**config.mk**
```make
export PLATFORM = sky130hd
export DESIGN_NAME = progmem_arbiter
export DESIGN_NICKNAME = d
export VERILOG_FILES = /design/src/rtl/progmem_arb_pkg.sv /design/src/rtl/progmem_arbiter.sv
export SDC_FILE = /design/constraint.sdc
export NUM_CORES = 1
export LEC_CHECK = 0
export ABC_CLOCK_PERIOD_IN_PS = 1900
export CORE_MARGIN = 3
export CORE_UTILIZATION = 25
export DETAILED_ROUTE_END_ITERATION = 7
export MAX_ROUTING_LAYER = met4
export SYNTH_ARGS = -nofsm -noshare
export SYNTH_HDL_FRONTEND = slang
export SYNTH_SLANG_ARGS = --single-unit
```
**constraint.sdc**
```tcl
create_clock -name CLK -period 1.9 [get_ports CLK]
set_input_delay 0.19 -clock CLK [delete_from_list [all_inputs] [get_ports CLK]]
set_output_delay 0.19 -clock CLK [all_outputs]
set_load 0.05 [all_outputs]
```
**src/rtl/progmem_arb_pkg.sv**
```systemverilog
// progmem_arb_pkg
// Shared encodings for the program-memory arbiter.
//   owner_e     : which requester owns the response in the cycle after a grant
//   arb_state_e : arbitration FSM states
//   NOP_WORD    : instruction word the fetch side substitutes while stalled
//   CNT_W       : width of the starvation counter (STARVE_MAX up to 15)
package progmem_arb_pkg;

  typedef enum logic [1:0] {
    OWN_NONE  = 2'd0,
    OWN_FETCH = 2'd1,
    OWN_LOAD  = 2'd2
  } owner_e;

  typedef enum logic [1:0] {
    ST_LPRI   = 2'd0,
    ST_FFORCE = 2'd1,
    ST_LOCKED = 2'd2
  } arb_state_e;

  localparam logic [31:0] NOP_WORD = 32'hF800_0000;
  localparam int          CNT_W    = 4;

endpackage

```
**src/rtl/progmem_arbiter.sv**
```systemverilog
// progmem_arbiter
// Shares the single-port program memory between the instruction-fetch stage
// (read-only) and the loader/debug port (read/write). One grant per cycle,
// memory controls driven combinationally from the winner, response one cycle
// later from the memory's registered READ_DATA.
//
// Ports
//   CLK, RESET                 clock, async active-high reset
//   F_REQ/F_ADDR               fetch read request
//   F_GNT/F_RVALID/F_RDATA     fetch grant (comb) and response
//   L_REQ/L_WE/L_ADDR/L_WDATA  loader request
//   L_LOCK                     loader exclusive mode
//   L_GNT/L_RVALID/L_RDATA     loader grant (comb) and response
//   M_*                        program memory interface
//   STALL                      fetch pending-not-granted, or locked
//   ERR_ADDR                   out-of-range pulse aligned with RVALID
//
// state     | meaning
// ----------+--------------------------------------------------------------
// ST_LPRI   | loader wins ties; counts loader wins while fetch waits
// ST_FFORCE | fetch wins this cycle (starvation limit reached)
// ST_LOCKED | L_LOCK high: loader only; behaves as LPRI (count 0) on release
module progmem_arbiter
  import progmem_arb_pkg::*;
#(
  parameter int ADDR_W     = 32,
  parameter int DATA_W     = 32,
  parameter int MEM_DEPTH  = 32,
  parameter int STARVE_MAX = 4
) (
  input  logic              CLK,
  input  logic              RESET,
  input  logic              F_REQ,
  input  logic [ADDR_W-1:0] F_ADDR,
  output logic              F_GNT,
  output logic              F_RVALID,
  output logic [DATA_W-1:0] F_RDATA,
  input  logic              L_REQ,
  input  logic              L_WE,
  input  logic [ADDR_W-1:0] L_ADDR,
  input  logic [DATA_W-1:0] L_WDATA,
  input  logic              L_LOCK,
  output logic              L_GNT,
  output logic              L_RVALID,
  output logic [DATA_W-1:0] L_RDATA,
  output logic              M_MEMREAD,
  output logic              M_MEMWRITE,
  output logic [ADDR_W-1:0] M_ADDR,
  output logic [DATA_W-1:0] M_WRITE_DATA,
  input  logic [DATA_W-1:0] M_READ_DATA,
  output logic              STALL,
  output logic              ERR_ADDR
);

  localparam logic [ADDR_W-1:0] DEPTH   = ADDR_W'(MEM_DEPTH);
  localparam logic [CNT_W-1:0]  CNT_MAX = CNT_W'(STARVE_MAX);

  arb_state_e        r_state;
  logic [CNT_W-1:0]  r_starve_cnt;
  owner_e            r_owner;
  logic              r_oor;
  logic [DATA_W-1:0] r_f_rdata;
  logic [DATA_W-1:0] r_l_rdata;

  logic              w_f_gnt;
  logic              w_l_gnt;
  logic              w_f_oor;
  logic              w_l_oor;
  logic              w_gnt_oor;
  logic [CNT_W-1:0]  w_cnt_inc;
  logic [DATA_W-1:0] w_resp_data;

  assign w_f_oor   = (F_ADDR >= DEPTH);
  assign w_l_oor   = (L_ADDR >= DEPTH);
  assign w_cnt_inc = r_starve_cnt + CNT_W'(1);

  // Grant decision. Lock overrides the FSM so fetch is blocked from the very
  // cycle L_LOCK rises, not one cycle later.
  always_comb begin
    w_f_gnt = 1'b0;
    w_l_gnt = 1'b0;
    if (!RESET) begin
      if (L_LOCK) begin
        w_l_gnt = L_REQ;
      end else if (r_state == ST_FFORCE) begin
        w_f_gnt = F_REQ;
        w_l_gnt = L_REQ && !F_REQ;
      end else begin
        w_l_gnt = L_REQ;
        w_f_gnt = F_REQ && !L_REQ;
      end
    end
  end

  // Memory side. Out-of-range accesses are still granted (so the requester
  // gets an error response) but never touch the memory.
  always_comb begin
    M_MEMREAD    = 1'b0;
    M_MEMWRITE   = 1'b0;
    M_ADDR       = '0;
    M_WRITE_DATA = '0;
    w_gnt_oor    = 1'b0;
    if (w_l_gnt) begin
      M_ADDR    = L_ADDR;
      w_gnt_oor = w_l_oor;
      if (L_WE) begin
        M_WRITE_DATA = L_WDATA;
        M_MEMWRITE   = !w_l_oor;
      end else begin
        M_MEMREAD    = !w_l_oor;
      end
    end else if (w_f_gnt) begin
      M_ADDR    = F_ADDR;
      w_gnt_oor = w_f_oor;
      M_MEMREAD = !w_f_oor;
    end
  end

  assign F_GNT = w_f_gnt;
  assign L_GNT = w_l_gnt;
  assign STALL = L_LOCK || (F_REQ && !w_f_gnt);

  // Response side: memory data is only valid in the response cycle, so the
  // owner's RDATA is taken straight from it and captured for holding after.
  assign F_RVALID    = (r_owner == OWN_FETCH);
  assign L_RVALID    = (r_owner == OWN_LOAD);
  assign ERR_ADDR    = r_oor;
  assign w_resp_data = r_oor ? '0 : M_READ_DATA;
  assign F_RDATA     = F_RVALID ? w_resp_data : r_f_rdata;
  assign L_RDATA     = L_RVALID ? w_resp_data : r_l_rdata;

  always_ff @(posedge CLK or posedge RESET) begin
    if (RESET) begin
      r_state      <= ST_LPRI;
      r_starve_cnt <= '0;
      r_owner      <= OWN_NONE;
      r_oor        <= 1'b0;
      r_f_rdata    <= '0;
      r_l_rdata    <= '0;
    end else begin
      if (F_RVALID) r_f_rdata <= w_resp_data;
      if (L_RVALID) r_l_rdata <= w_resp_data;

      if (w_l_gnt)      r_owner <= OWN_LOAD;
      else if (w_f_gnt) r_owner <= OWN_FETCH;
      else              r_owner <= OWN_NONE;
      r_oor <= w_gnt_oor;

      if (L_LOCK) begin
        r_state      <= ST_LOCKED;
        r_starve_cnt <= '0;
      end else begin
        case (r_state)
          ST_FFORCE: begin
            r_state      <= ST_LPRI;
            r_starve_cnt <= '0;
          end
          default: begin
            // LPRI, and LOCKED on the cycle the lock drops (count already 0)
            r_state <= ST_LPRI;
            if (w_l_gnt && F_REQ) begin
              r_starve_cnt <= w_cnt_inc;
              if (w_cnt_inc == CNT_MAX) r_state <= ST_FFORCE;
            end else begin
              r_starve_cnt <= '0;
            end
          end
        endcase
      end
    end
  end

endmodule

```
==> flow_summary.toml, run 1 <==
[timing]
slew_violations = 0
max_slew_margin = 0.7169
fmax_ghz = 0.5171
min_period_ns = 1.934
tightest_slew_ns = 0.4202
setup_viol = 32
finClkSkew_ns = 0.005173
setup_slack_ns = -0.03397
tns_ns = -0.5391
rsz0062_at_grt = "true"
hold_viol_final = 0
finalCritPeriodShare = 1.018

[clock_network]
cts_tree = "yes"
cts_root_buf = "clkbuf_16"
clock_path_buffers = 2
cts_htree_levels = 3
cts_sinks = 73
numCtsBuffers = 9
path_clk_slew_ns = 0.06
cts_hold_buf = 0
insertion_delay_ns = 0.33

[finish]
drive_gt1_frac = 0.4537
fin_cells = 846
antennaDiodeCount = 0
fin_nets = 801
area_growth_pct = 152.7
fin_area_mm2 = 0.008991

[placed_design]
io_buffers = 269
pre_cts_ws_ns = -0.07261
place_inst = 815
gp_congestion = 0.9442
place_area_mm2 = 0.008174
dp_hpwl_mm = 13.67

[synth]
synth_edf_count = 0
ys_seq_area_frac = 0.5134
synth_area_per_cell_um2 = 9.464
synth_fp_nets = 511
syn_area_mm2 = 0.003558
ys.flop_type = "dfrtp_1"
synth-async-reset-ratio = 1.000
yosysTopAreaCell = "dfrtp_1"
ys_top_cells_by_area = "dfrtp_1 (51%), o21ai_0 (9.3%), a22o_1 (7.9%)"
synth_top_area_frac = 0.5134
synth_most_common_cell = "dfrtp_1"
yosys-top-cells-count = "dfrtp_1 (73), o21ai_0 (66), nand2_1 (64), nand2b_1 (34), and3_1 (33)"
yosysUniqueCellTypes = 28
yosys_warnings = 0
netlist_instances = 376
synth_seq_cells = 73

[floorplanning]
start_util = 0.2625
num_io_pins = 270
die_x_um = 125.3
placementRows = 42
dieArea_mm2 = 0.01570
core_area_mm2 = 0.01356
dieHeight_um = 125.3

[critical_path]
cp_max_fo = 9
arrival_ns = 1.74
critPathLaunchType = "register"
end_kind = "output port"
path_class = "reg2out"
critPathRequiredTime_ns = 1.71

[power]
switchingPower_mw = 2.712
swShare = 0.3721
intPower_mw = 4.578
vdd_drop_max_v = 0.0004807
clkPwrFrac = 0.223
powerDensity_mw_per_mm2 = 810.8
p_seq_frac = 0.259
p_comb_frac = 0.518
power_mw = 7.290
leakage_nw = 3.902

[min_path]
hold_class = "in2async"

[global_routing]
grt_pass1_vias = 4284
gr-total-overflow = 0
grt_max_degree = 45
track_usage = 0.2105
grt_pass1_wl_mm = 24.72
antenna_found_initial = 0

[routing]
drtAntennaViolNets = 0
drc_errors = 0
routed_via_density = 4.806
wl_mm = 17.42
drt_first_pass_iters = 6
drt_iter0_markers = 208
vias = 4066
wl_per_cell_um = 20.59

[flow_run]
drv_cap = 0

[outcome]
status = "finished, violations left"
violations = "setup timing"
[worst max-delay path: stages (launching register included)]
cell      delay (ns)
dfrtp_1         0.36
nand2b_4        0.16
a211oi_4        0.23
buf_4           0.19
buf_12          0.13
a22o_1          0.18
buf_12          0.15
[cell type report]
type	instances	area, µm²
fill	1004	4567
timing repair buffer	307	4547
sequential	73	1831
inverter	6	26.28
clock buffer	10	229.0
clock inverter	5	57.56
tap	176	220.2
multi-input combinational	269	2081
[routing by layer]
layer | global-route usage | up-vias | share of wire
met5 | - | - | 0
met4 | 0.1161 | 0 | 0.044
met3 | 0.06055 | 35 | 0.073
met2 | 0.3673 | 192 | 0.54
met1 | 0.2117 | 1918 | 0.35
li1 | - | 1921 | -
[sequential cells by signal, summed over array words and instances, names as in the netlist]
| name | cells |
|---|---|
| ERR_ADDR | 1 |
| r_state | 2 |
| r_f_rdata | 32 |
| r_starve_cnt | 4 |
| r_l_rdata | 32 |
| r_owner | 2 |
[what timing repair did]
item / 4_1_cts / 5_1_grt
hold endpoints to repair: 0 / 0
setup endpoints to repair: 60 / 94
cloned: 1 / 8
gates resized for setup: 17 / 46
pin swaps: 2 / 1
setup buffers: 2 / 5
[power by group through the flow]
stage,logic (mW),clock network [mW],registers (mW)
2_1_floorplan,1.72,0,1.90
3_3_place_gp,3.67,0,1.90
3_5_place_dp,3.70,0,1.91
4_1_cts,3.74,1.66,1.89
5_1_grt,3.91,1.74,1.91
6_report,3.78,1.62,1.89
[final timing paths]
check	startpoint	to	slack [ns]	depth (start not counted)
worst max-delay path	r_state[1]	M_ADDR[25]	-0.03	6
worst min-delay path	RESET	r_f_rdata[28]	0.08	3
worst max register to register	r_state[1]	ERR_ADDR	0.60	5
worst min register to register	r_starve_cnt[3]	r_state[0]	0.47	1
max in group asynchronous	RESET	ERR_ADDR	1.27	4
min in group CLK	L_REQ	r_owner[0]	0.14	2
[placed cells by master, fill, tap and decap left out, types with 4 or more instances in the layout]
cell type | Yosys | layout
nor2_1 | 6 | 6
and3_1 | 33 | 9
buf_6 | 6 | 4
clkdlybuf4s50_1 | 0 | 130
buf_12 | 0 | 143
nor4_1 | 12 | 10
clkbuf_16 | 0 | 13
a22o_1 | 32 | 17
o21ai_2 | 0 | 61
nand2b_1 | 34 | 32
and3_4 | 0 | 24
clkinvlp_4 | 0 | 4
inv_1 | 6 | 5
nand2b_4 | 2 | 4
dfrtp_1 | 73 | 70
a22o_4 | 0 | 15
buf_4 | 0 | 21
nand2_1 | 64 | 64
[per-stage QoR]
stage	hold slack (ns)	utilization
finish	0.08056	0.6632
global route	0.09280	0.6632
CTS	0.3868	0.6342
detailed placement	0.4632	0.6029
global placement	0.4427	0.6029
floorplan	0.2214	-
[cell families after synthesis]
| family | share of synthesized area |
|---|---|
| AND/OR/NAND/NOR | 0.2377 |
| buffers and inverters | 0.05204 |
| flip-flops | 0.5134 |
| AO/OA/AOI/OAI | 0.1885 |
| XOR/XNOR | 0.004924 |
| adder cells (fa/ha/maj) | 0.003516 |
(Power assumes the default switching activity.)
==> run 2: changes to the inputs <==
- SLEW_MARGIN: unset -> 0
==> results of run 2 <==
The final DEF is identical to that of run 1; final timing and power are the same.
